[config.mk]
export PLATFORM = sky130hd
export DESIGN_NAME = flip_walk_engine_flat
export DESIGN_NICKNAME = d
export VERILOG_FILES = /design/src/rtl/flip_walk_engine_pkg.sv /design/src/rtl/flip_walk_engine_if.sv /design/src/rtl/flip_walk_engine_step_gen.sv /design/src/rtl/flip_walk_engine.sv /design/src/flat_wrapper.sv
export SDC_FILE = /design/constraint.sdc
export NUM_CORES = 1
export LEC_CHECK = 0
export BUFFER_PORTS_ARGS = -buffer_cell sky130_fd_sc_hd__clkbuf_2
export CORE_ASPECT_RATIO = 1.5
export CORE_MARGIN = 3
export CORE_UTILIZATION = 50
export DETAILED_ROUTE_END_ITERATION = 10
export GPL_TIMING_DRIVEN = 0
export PLACE_DENSITY_LB_ADDON = 0.2
export SLEW_MARGIN = 0
export SYNTH_ARGS = -nofsm -noshare
export SYNTH_HDL_FRONTEND = slang
export SYNTH_HIERARCHICAL = 1
export SYNTH_SLANG_ARGS = --single-unit
[constraint.sdc]
create_clock -name clk -period 2.9 [get_ports clk]
set_input_delay 0.435 -clock clk [delete_from_list [all_inputs] [get_ports clk]]
set_output_delay 0.435 -clock clk [all_outputs]
set_load 0.005 [all_outputs]
[src/rtl/flip_walk_engine_pkg.sv]
// Shared types and cell codes for the reversi flip walk engine.
// Optional feature macro: FLIP_COUNT_EN (adds the flip_count output).
package reversi_pkg;

    typedef enum logic [2:0] {
        DIR_UP         = 3'b000,
        DIR_DOWN       = 3'b001,
        DIR_LEFT       = 3'b010,
        DIR_RIGHT      = 3'b011,
        DIR_UP_LEFT    = 3'b100,
        DIR_DOWN_LEFT  = 3'b101,
        DIR_UP_RIGHT   = 3'b110,
        DIR_DOWN_RIGHT = 3'b111
    } dir_t;

    typedef enum logic [1:0] {
        IDLE = 2'd0,
        WALK = 2'd1,
        DONE = 2'd2
    } fsm_t;

    localparam logic [1:0] CELL_BLACK = 2'b11;
    localparam logic [1:0] CELL_WHITE = 2'b10;

    function automatic logic [1:0] player_code(input logic black);
        return black ? CELL_BLACK : CELL_WHITE;
    endfunction

endpackage

[src/rtl/flip_walk_engine_if.sv]
// Request/result bundle between the move validator, the flip engine and the board register.
// flip_count is present only when FLIP_COUNT_EN is defined.
interface flip_walk_if
    import reversi_pkg::*;
#(
    parameter int BOARD_DIM = 8,
    parameter int CELL_W    = 2
) ();
    localparam int COORD_W = $clog2(BOARD_DIM);
    localparam int BOARD_W = BOARD_DIM * BOARD_DIM * CELL_W;

    logic                   start;
    logic [COORD_W-1:0]     x;
    logic [COORD_W-1:0]     y;
    logic [2*COORD_W-1:0]   end_point;
    dir_t                   direction;
    logic [BOARD_W-1:0]     board;
    logic                   player_black;
    logic                   busy;
    logic                   done;
    logic                   err;
    logic [BOARD_W-1:0]     result_board;
`ifdef FLIP_COUNT_EN
    logic [COORD_W:0]       flip_count;
`endif

    modport master (
        output start, x, y, end_point, direction, board, player_black,
        input  busy, done, err, result_board
`ifdef FLIP_COUNT_EN
        , input flip_count
`endif
    );

    modport slave (
        input  start, x, y, end_point, direction, board, player_black,
        output busy, done, err, result_board
`ifdef FLIP_COUNT_EN
        , output flip_count
`endif
    );

endinterface

[src/rtl/flip_walk_engine_step_gen.sv]
// Combinational geometry check: derives the unit step, walk length and validity of a
// request from the placed cell, the end point and the requested direction.
module flip_step_gen
    import reversi_pkg::*;
#(
    parameter int COORD_W = 3
) (
    input  logic [COORD_W-1:0]   x,
    input  logic [COORD_W-1:0]   y,
    input  logic [2*COORD_W-1:0] end_point,
    input  dir_t                 direction,
    output logic signed [1:0]    sx,
    output logic signed [1:0]    sy,
    output logic [COORD_W-1:0]   d,
    output logic                 valid
);
    localparam logic signed [1:0] STEP_NEG  = -2'sd1;
    localparam logic signed [1:0] STEP_POS  = 2'sd1;
    localparam logic signed [1:0] STEP_ZERO = 2'sd0;

    logic [COORD_W-1:0]      end_x, end_y;
    logic signed [COORD_W:0] dx, dy;
    logic [COORD_W-1:0]      adx, ady;
    logic                    dx_neg, dx_pos, dx_zero;
    logic                    dy_neg, dy_pos, dy_zero;
    logic                    diag_eq;

    assign end_x = end_point[COORD_W-1:0];
    assign end_y = end_point[2*COORD_W-1:COORD_W];

    // One extra bit keeps the signed difference of two unsigned coordinates exact.
    assign dx = $signed({1'b0, end_x}) - $signed({1'b0, x});
    assign dy = $signed({1'b0, end_y}) - $signed({1'b0, y});

    assign adx = dx[COORD_W] ? COORD_W'(-dx) : dx[COORD_W-1:0];
    assign ady = dy[COORD_W] ? COORD_W'(-dy) : dy[COORD_W-1:0];

    assign dx_zero = (dx == '0);
    assign dy_zero = (dy == '0);
    assign dx_neg  = dx[COORD_W];
    assign dy_neg  = dy[COORD_W];
    assign dx_pos  = !dx_neg && !dx_zero;
    assign dy_pos  = !dy_neg && !dy_zero;
    assign diag_eq = (adx == ady);

    always_comb begin
        sx    = STEP_ZERO;
        sy    = STEP_ZERO;
        d     = adx;
        valid = 1'b0;
        case (direction)
            DIR_UP: begin
                sy    = STEP_NEG;
                d     = ady;
                valid = dy_neg && dx_zero;
            end
            DIR_DOWN: begin
                sy    = STEP_POS;
                d     = ady;
                valid = dy_pos && dx_zero;
            end
            DIR_LEFT: begin
                sx    = STEP_NEG;
                valid = dx_neg && dy_zero;
            end
            DIR_RIGHT: begin
                sx    = STEP_POS;
                valid = dx_pos && dy_zero;
            end
            DIR_UP_LEFT: begin
                sx    = STEP_NEG;
                sy    = STEP_NEG;
                valid = dx_neg && dy_neg && diag_eq;
            end
            DIR_DOWN_LEFT: begin
                sx    = STEP_NEG;
                sy    = STEP_POS;
                valid = dx_neg && dy_pos && diag_eq;
            end
            DIR_UP_RIGHT: begin
                sx    = STEP_POS;
                sy    = STEP_NEG;
                valid = dx_pos && dy_neg && diag_eq;
            end
            DIR_DOWN_RIGHT: begin
                sx    = STEP_POS;
                sy    = STEP_POS;
                valid = dx_pos && dy_pos && diag_eq;
            end
            default: valid = 1'b0;
        endcase
    end

endmodule

[src/rtl/flip_walk_engine.sv]
// Reversi flip engine: copies the source board, then paints one cell per clock from the
// placed cell toward the end point. Define FLIP_COUNT_EN to add the flipped-cell counter.
module flip_walk_engine
    import reversi_pkg::*;
#(
    parameter int BOARD_DIM = 8,
    parameter int CELL_W    = 2
) (
    input  logic        clk,
    input  logic        resetn,
    flip_walk_if.slave  bus
);
    localparam int COORD_W = $clog2(BOARD_DIM);
    localparam int BOARD_W = BOARD_DIM * BOARD_DIM * CELL_W;
    localparam int IDX_W   = $clog2(BOARD_W);

    fsm_t                state_q, state_d;
    logic [COORD_W-1:0]  cur_x_q, cur_y_q;
    logic [COORD_W-1:0]  rem_q;
    logic signed [1:0]   sx_q, sy_q;
    logic [CELL_W-1:0]   code_q;
    logic [BOARD_W-1:0]  result_q;
    logic                err_q;

    logic signed [1:0]   step_sx, step_sy;
    logic [COORD_W-1:0]  step_d;
    logic                step_valid;
    logic                accept;
    logic                last_write;
    logic [IDX_W-1:0]    bit_idx;

    flip_step_gen #(
        .COORD_W (COORD_W)
    ) u_step_gen (
        .x         (bus.x),
        .y         (bus.y),
        .end_point (bus.end_point),
        .direction (bus.direction),
        .sx        (step_sx),
        .sy        (step_sy),
        .d         (step_d),
        .valid     (step_valid)
    );

    assign accept     = bus.start && ((state_q == IDLE) || (state_q == DONE));
    assign last_write = (rem_q == COORD_W'(1));
    // BOARD_DIM is a power of two, so {cy,cx} is already the linear cell number.
    assign bit_idx    = IDX_W'({cur_y_q, cur_x_q}) * IDX_W'(CELL_W);

    always_ff @(posedge clk or negedge resetn) begin
        if (!resetn) state_q <= IDLE;
        else         state_q <= state_d;
    end

    always_comb begin
        state_d = state_q;
        case (state_q)
            IDLE: if (bus.start) state_d = step_valid ? WALK : DONE;
            WALK: if (last_write) state_d = DONE;
            DONE: begin
                if (bus.start) state_d = step_valid ? WALK : DONE;
                else           state_d = IDLE;
            end
            default: state_d = IDLE;
        endcase
    end

    always_comb begin
        bus.busy         = (state_q == WALK);
        bus.done         = (state_q == DONE);
        bus.err          = err_q;
        bus.result_board = result_q;
    end

    always_ff @(posedge clk or negedge resetn) begin
        if (!resetn) begin
            cur_x_q  <= '0;
            cur_y_q  <= '0;
            rem_q    <= '0;
            sx_q     <= '0;
            sy_q     <= '0;
            code_q   <= '0;
            result_q <= '0;
            err_q    <= 1'b0;
        end else if (accept) begin
            cur_x_q  <= bus.x;
            cur_y_q  <= bus.y;
            rem_q    <= step_d;
            sx_q     <= step_sx;
            sy_q     <= step_sy;
            code_q   <= CELL_W'(player_code(bus.player_black));
            result_q <= bus.board;
            err_q    <= !step_valid;
        end else if (state_q == WALK) begin
            result_q[bit_idx +: CELL_W] <= code_q;
            cur_x_q <= cur_x_q + COORD_W'(sx_q);
            cur_y_q <= cur_y_q + COORD_W'(sy_q);
            rem_q   <= rem_q - COORD_W'(1);
        end
    end

`ifdef FLIP_COUNT_EN
    logic [COORD_W:0]    flip_q;
    logic                first_q;
    logic [CELL_W-1:0]   opp_code;

    // Opponent code differs from ours only in the colour bit.
    assign opp_code       = code_q ^ CELL_W'(1);
    assign bus.flip_count = flip_q;

    always_ff @(posedge clk or negedge resetn) begin
        if (!resetn) begin
            flip_q  <= '0;
            first_q <= 1'b0;
        end else if (accept) begin
            flip_q  <= '0;
            first_q <= 1'b1;
        end else if (state_q == WALK) begin
            first_q <= 1'b0;
            if (!first_q && (result_q[bit_idx +: CELL_W] == opp_code))
                flip_q <= flip_q + (COORD_W+1)'(1);
        end
    end
`endif

endmodule

[src/flat_wrapper.sv]
// flat-port wrapper written by rule: the top's interface ports become plain ports
module flip_walk_engine_flat import reversi_pkg::*;
#(
    parameter int BOARD_DIM = 8,
    parameter int CELL_W    = 2
)
  (clk, resetn, bus_start, bus_x, bus_y, bus_end_point, bus_direction, bus_board, bus_player_black, bus_busy, bus_done, bus_err, bus_result_board);
  flip_walk_if #(.BOARD_DIM(BOARD_DIM), .CELL_W(CELL_W)) bus_i ();
  input  logic clk;
  input  logic resetn;
  input wire logic [$bits(bus_i.start)-1:0] bus_start;
  input wire logic [$bits(bus_i.x)-1:0] bus_x;
  input wire logic [$bits(bus_i.y)-1:0] bus_y;
  input wire logic [$bits(bus_i.end_point)-1:0] bus_end_point;
  input wire logic [$bits(bus_i.direction)-1:0] bus_direction;
  input wire logic [$bits(bus_i.board)-1:0] bus_board;
  input wire logic [$bits(bus_i.player_black)-1:0] bus_player_black;
  output wire logic [$bits(bus_i.busy)-1:0] bus_busy;
  output wire logic [$bits(bus_i.done)-1:0] bus_done;
  output wire logic [$bits(bus_i.err)-1:0] bus_err;
  output wire logic [$bits(bus_i.result_board)-1:0] bus_result_board;
  assign bus_i.start = bus_start;
  assign bus_i.x = bus_x;
  assign bus_i.y = bus_y;
  assign bus_i.end_point = bus_end_point;
  assign bus_i.direction = bus_direction;
  assign bus_i.board = bus_board;
  assign bus_i.player_black = bus_player_black;
  assign bus_busy = bus_i.busy;
  assign bus_done = bus_i.done;
  assign bus_err = bus_i.err;
  assign bus_result_board = bus_i.result_board;
  flip_walk_engine #(.BOARD_DIM(BOARD_DIM), .CELL_W(CELL_W)) u_core (.clk(clk), .resetn(resetn), .bus(bus_i));
endmodule
After elaboration in Yosys (flattened, before gate mapping)
Cells that the tools add are included.
{"block": "classes", "n_addsub": 8, "n_eq_ne": 13, "shifts": 2, "mux": 21, "reduce_logical": 32}
{"op": "2-to-1 mux 128 bit", "n": 2}
{"op": "bitwise mux 128 bit", "n": 1}
{"op": "variable shift 2 x 9 -> 128 bit (first input constant)", "n": 1}
{"op": "indexed part select 2 x 9 -> 128 bit", "n": 1}
{"op": "2-to-1 mux 3 bit", "n": 9}
{"op": "logical AND 1 bit", "n": 15}
{"op": "equality test 3 bit (second input constant)", "n": 4}
{"op": "OR reduction 3 bit", "n": 4}
{"op": "negator 7 -> 9 bit", "n": 1}
{"op": "zero test 4 bit", "n": 2}
{"op": "2-to-1 mux 2 bit", "n": 4}
{"op": "case mux 1 bit (8 select lines)", "n": 1}
{"op": "case mux 2 bit (2 select lines)", "n": 2}
{"op": "subtractor 3 x 3 -> 4 bit", "n": 2}
{"op": "adder 3 bit", "n": 2}
{"op": "equality test 3 x 1 -> 1 bit (second input constant)", "n": 2}
{"op": "equality test 3 x 2 -> 1 bit (second input constant)", "n": 2}
{"op": "negator 3 bit", "n": 2}
{"op": "case mux 2 bit (3 select lines)", "n": 1}
{"op": "zero test 1 bit", "n": 5}
{"op": "equality test 3 bit", "n": 1}
{"op": "zero test 3 bit", "n": 1}
{"op": "subtractor 3 x 1 -> 3 bit (second input constant)", "n": 1}
{"op": "equality test 2 x 1 -> 1 bit (second input constant)", "n": 1}
{"op": "9 further kinds", "n": 9}
{"block": "word_totals", "register_bits": 146, "out_inout_bits": 131, "wordCells": 85}

Longest topological paths before layout
{"block": "logic_depth", "ltp_word": 10, "ltp_mapped": 13, "depth_no_buf": 13}

Modules after synthesis
Netlist, hierarchy kept.
{"module": "flip_walk_engine", "n_inst": 1, "cells_per_inst": 800, "area_per_inst_um2": 7780.0}
{"module": "flip_step_gen", "n_inst": 1, "cells_per_inst": 68, "area_per_inst_um2": 510.5}

Worst setup path before layout
No wires, ideal clock.
{"block": "synth_path", "kind": "register -> register", "from": "register u_core.cur_x_q[0]", "to": "register u_core.result_q[113] (netlist: u_core/bus.result_board[113])", "setup_ps": 126, "t_arrival_ps": 2544, "slack_ps": 230, "path_stages_with_launch": 10, "period_less_slack_ps": 2670, "path_cell_list": "dfrtp_1 -> buf_2 -> clkinv_1 -> ha_1 -> nor2b_1 -> or3_1 -> mux2_4 -> buf_6 -> o311a_1 -> a221o_1"}
{"block": "synth_between", "elab_chain_len": 5}
{"item": "start: declaration", "line": "flip_walk_engine.sv:18", "source": "logic [COORD_W-1:0] cur_x_q, cur_y_q;"}
{"item": "start signal: assignment", "line": "flip_walk_engine.sv:86", "source": "cur_x_q <= bus.x;"}
{"item": "start signal: assignment", "line": "flip_walk_engine.sv:96", "source": "cur_x_q <= cur_x_q + COORD_W'(sx_q);"}
{"item": "negator 7 -> 9 bit (*)", "line": "flip_walk_engine.sv:95", "source": "result_q[bit_idx +: CELL_W] <= code_q;"}
{"item": "indexed part select 2 x 9 -> 128 bit or variable shift 2 x 9 -> 128 bit (tied branches)", "line": "flip_walk_engine.sv:95"}
{"item": "bitwise mux 128 bit (*)", "line": "flip_walk_engine.sv:95"}
{"item": "2-to-1 mux 128 bit (*)", "line": "flip_walk_engine.sv:94", "source": "end else if (state_q == WALK) begin"}
{"item": "2-to-1 mux 128 bit (*)", "line": "flip_walk_engine.sv:85", "source": "end else if (accept) begin"}
{"item": "end signal: assignment", "line": "flip_walk_engine.sv:92", "source": "result_q <= bus.board;"}
{"item": "end signal: indexed assignment", "line": "flip_walk_engine.sv:95"}
{"item": "end: declaration", "line": "flip_walk_engine.sv:22", "source": "logic [BOARD_W-1:0] result_q;"}
Mark *: on every way between the ends. The rest lies on a longest branch, timed or not. The select of a mux whose other input is x is not followed.
A chain may end at the register's enable or synchronous reset.

Worst setup path in the final report
{"block": "layout_path", "from": "register u_core.cur_y_q[0]", "to": "register u_core.result_q[64] (netlist: u_core/bus.result_board[64])"}
{"block": "layout_between", "elab_chain_len": 5}
{"item": "start: declaration", "line": "flip_walk_engine.sv:18"}
{"item": "start signal: assignment", "line": "flip_walk_engine.sv:87", "source": "cur_y_q <= bus.y;"}
{"item": "start signal: assignment", "line": "flip_walk_engine.sv:97", "source": "cur_y_q <= cur_y_q + COORD_W'(sy_q);"}
{"item": "negator 7 -> 9 bit (*)", "line": "flip_walk_engine.sv:95"}
{"item": "indexed part select 2 x 9 -> 128 bit or variable shift 2 x 9 -> 128 bit (tied branches)", "line": "flip_walk_engine.sv:95"}
{"item": "bitwise mux 128 bit (*)", "line": "flip_walk_engine.sv:95"}
{"item": "2-to-1 mux 128 bit (*)", "line": "flip_walk_engine.sv:94"}
{"item": "2-to-1 mux 128 bit (*)", "line": "flip_walk_engine.sv:85"}
Marks and branches as above.

==> metrics.sh <==
OUTCOME='finished, violations left'
VIOLATIONS='negative hold slack'
WORST_SETUP_PATH_START_KIND='register'
DETAIL-ROUTE-ANTENNA-NETS=0
DIE-WIDTH_MICRONS=111
TIMING.CRITICAL_PATH.TO_TYPE='register'
COMBPWRFRAC=0.287
RR_STARTPOINT='u_core/cur_y_q[0]'
NETLIST_AREA_BEFORE_PLACEMENT_SQ_UM=8290
VIAS=8972
PWR-SHARE-SEQ=0.370
CRIT_PATH_MAX_FANOUT=10
PLACEMENT_ROWS=57
SYNTHESIS.NETS=1035
PEAKVDDDROP_mV=0.366
GPL.FINAL_WEIGHTED_CONGESTION=1.02
SYNTHMOSTINSTANTIATEDCELL='dfrtp_1'
TIMING.REG2REG.SETUP_SLACK_NS=0.07
CTS_MADE_BUFFERS=17
SETUP_VIOLATIONS=0
POWER.DENSITY_nW_PER_UM2=619
SYNTH_TOP_FLOP_CELL='dfrtp_1'
CORE_AREA_SQ_UM=16300
WORST_SLEW_MARGIN_RELATIVE_TO_ITS_LIMIT=0.442
SYNTH-EDFF-COUNT=0
WORST_SKEW_PAIR.LATE_LATENCY_NS=0.42
CLK_PIN_SLEW_NS=0.06
ASYNC_FLOP_SHARE=1.00
DETAIL_ROUTE.DRC_VIOLATIONS=0
CLKPWRFRAC=0.343
PORTBUFFERS=277
GRT_ANTENNA_BEFORE_REPAIR=0
FIRST_PASS_ITERS=6
GRT_PASS1_WL_MM=50.3
MAXCAPVIOLATIONS=0
WORST_PIN_SLEW_NS=0.838
WORSTSETUPPATHTYPE='register to register'
DP.CELLS=1352
NETSWITCHINGPOWER_mW=2.28
SYNTH-SEQ-CELLS=146
CLK_ROOT_BUFFER_CELL='clkbuf_16'
CLOCK_TREE.HTREE_LEVEL_COUNT=4
SEQ_AREA_FRAC_SYNTH=0.441
NUMBER_OF_GLOBAL_ROUTE_VIAS_BEFORE_REPAIR=8986
TRITONCTS='done'
FLOORPLAN.IO_PINS=278
CHIPHEIGHT_MICRONS=164
START_UTIL=0.510
YOSYS_WARNINGS=6
DIE_AREA_SQ_UM=18200
LARGEST_AREA_CONTRIBUTOR_IN_THE_SYNTHESIZED_NETLIST='dfrtp_1'
CLOCK-SKEW-FINAL_NS=0.00611
NNETSFINAL=1342
ARRIVAL_NS=3.14
REGISTER_AREA_SQ_UM=3650
FINALINSTANCEAREA_SQ_UM=10800
HOLD_PATH_CLASS='input port to asynchronous set/reset pin'
FINALNONFILLERCELLS=1394
FILLER_CELL_COUNT=1376
TIMING.HOLD.WS_NS=-0.0265
PRE_CTS_SLACK_NS=-0.546
FINALMAXSLEWVIOLATIONS=0
CLOCK_SINKS=146
TRACK_USAGE=0.359
AREA_DELTA_SYNTH_FINAL_PCT=30.7
CTSLONGESTPATHBUFFERS=2
TOTAL_POWER_mW=6.70
REG2REGPATHDEPTH=8
SYNTH.TOP_CELLS.BY_AREA='dfrtp_1, a221o_1, nand2_1'
MULTI_INPUT_AREA_SQ_UM=4350
REGTOREGENDPOINT='u_core/bus.result_board[64]'
P_LEAK_nW=4.98
ROUTEDWLPERCELL_MICRONS=23.9
ROUTED_WL_MM=33.3
P_INT_mW=4.42
PLACED_CELL_AREA_SQ_UM=9970
GRT_MAX_DEGREE=89
SYN_AVG_CELL_AREA_SQ_UM=9.55
HIGHEST_ACHIEVABLE_CLOCK_RATE_MHz=353
ANTENNA-DIODE-COUNT=0
SYNTHDISTINCTLIBCELLS=74
VIA_COUNT_NORMALIZED_BY_INSTANCE_COUNT=6.44
FINAL_LAYOUT_SIZE_SUFFIX_GT1_FRAC=0.340
SWITCHING_SHARE=0.340
LAYOUT_SETUP_WS_NS=0.0669
NETLIST_INSTANCES=868
HOLD_VIO_CNT_FINAL=7
GRT_SETUP_UNREPAIRED='false'
DP_HPWL_MM=25.4
SYNTH_COMMONEST_CELLS='dfrtp_1, nand2_1, nor2_1, a221o_1, a21oi_1'
FINAL.PERIOD_UTILIZATION=0.977
DRT_FIRST_ITER_VIOLATIONS=1062
CP.REQUIRED_NS=3.21
POST-SYNTH-TOP-AREA-FRACTION=0.441
FINALCRITICALPERIOD_NS=2.83
GRT.OVERFLOW.TOTAL=0
layout make-up:
type / count / share of cell area
Buffer: 69 / 0.0321
Clock buffer: 19 / 0.0400
Clock inverter: 13 / 0.0161
Inverter: 23 / 0.00843
Multi-Input combinational cell: 628 / 0.401
Sequential cell: 146 / 0.337
Tap cell: 206 / 0.0238
Timing Repair Buffer: 290 / 0.141
worst max-delay path: stages (launching register included):
cell	delay, ns
dfrtp_1	0.43
buf_2	0.24
buf_1	0.60
nand2_1	0.13
o22ai_2	0.30
clkbuf_4	0.27
buf_4	0.21
nand4_1	0.27
o21a_1	0.26
state kept, by name (all words and copies together), names as in the netlist:
signal / count
u_core/rem_q: 3
u_core/code_q: 2
u_core/sx_q: 2
u_core/cur_y_q: 3
u_core/state_q: 2
u_core/cur_x_q: 3
u_core/sy_q: 2
u_core/bus.err: 1
u_core/bus.result_board: 128
cells by family (layout without fill, tap and decap cells):
logic type / after synthesis / in the layout / synth area share
adders and majority gates: 20 / 20 / 0.0338
buffers and inverters: 94 / 414 / 0.0498
AOI/OAI and AO/OA: 258 / 258 / 0.236
and+or+nand+nor: 301 / 301 / 0.182
xor gates and xnor gates: 18 / 18 / 0.0190
DFF: 146 / 146 / 0.441
muxes: 31 / 31 / 0.0388
metal layers:
metal	wire length, microns	GRT usage	share of wire
met2	16200	0.614	0.48
met1	11100	0.405	0.33
met5	0	0	0
met3	3330	0.0737	0.10
met4	2700	0.242	0.081
worst max-delay path by stage:
stage | from | end | depth (start not counted)
final | u_core/cur_y_q[0] | u_core/bus.result_board[64] | 8
after global routing | u_core/cur_x_q[1] | u_core/bus.result_board[47] | 10
after CTS | u_core/cur_x_q[0] | u_core/bus.result_board[13] | 9
after detailed placement | u_core/cur_x_q[0] | u_core/bus.result_board[53] | 8
after global placement | resetn | u_core/bus.result_board[61] | 1
after floorplan | u_core/cur_x_q[0] | u_core/bus.result_board[113] | 9
per-stage QoR:
stage / hold slack [ns] / TNS, ns / utilization
6_report: -0.0265 / 0 / 0.666
5_1_grt: 0.0177 / 0 / 0.666
4_1_cts: 0.00496 / 0 / 0.661
3_5_place_dp: 0.447 / -39.61 / 0.613
3_3_place_gp: 0.468 / -198.74 / 0.611
2_1_floorplan: 0.139 / 0 / -
cells in the final DEF (no fill, tap or decap), types with 5 or more instances in the layout:
cell type	netlist	layout
nor4_1	6	5
nand2_1	80	80
o21ai_1	6	5
or3_1	7	7
o21ai_0	28	28
and3_1	6	6
nor3_1	30	28
xnor2_1	9	8
nand4_1	11	11
buf_4	4	19
nor3b_1	5	5
nor2b_1	7	6
nand2b_1	9	9
buf_2	24	17
clkbuf_1	35	31
and2_1	29	28
nand3_1	13	12
o211ai_1	20	20
a221o_1	74	74
a31oi_1	35	34
mux2i_1	28	27
inv_1	20	20
buf_1	6	6
xor2_1	9	9
ha_1	16	15
clkbuf_16	0	17
a21oi_1	41	41
clkbuf_2	0	279
o22ai_1	6	6
inv_6	0	5
dfrtp_1	146	145
nor2_1	75	71
power by group through the flow:
| stage | registers (mW) | clock network [mW] | logic (mW) |
|---|---|---|---|
| after CTS | 2.47 | 2.30 | 1.85 |
| after floorplan | 2.50 | 0 | 0.991 |
| final | 2.48 | 2.30 | 1.93 |
| after global routing | 2.51 | 2.41 | 2.06 |
| after detailed placement | 2.51 | 0 | 1.79 |
| after global placement | 2.50 | 0 | 1.75 |
timing repair:
action	4_1_cts	5_1_grt
buffers inserted	8	4
hold buffers	0	0
pin swaps	5	1
hold endpoints to repair	0	0
cloned	0	0
resized for setup	26	18
endpoints found under the setup margin	124	84
Power figures use the tool's default switching activity.
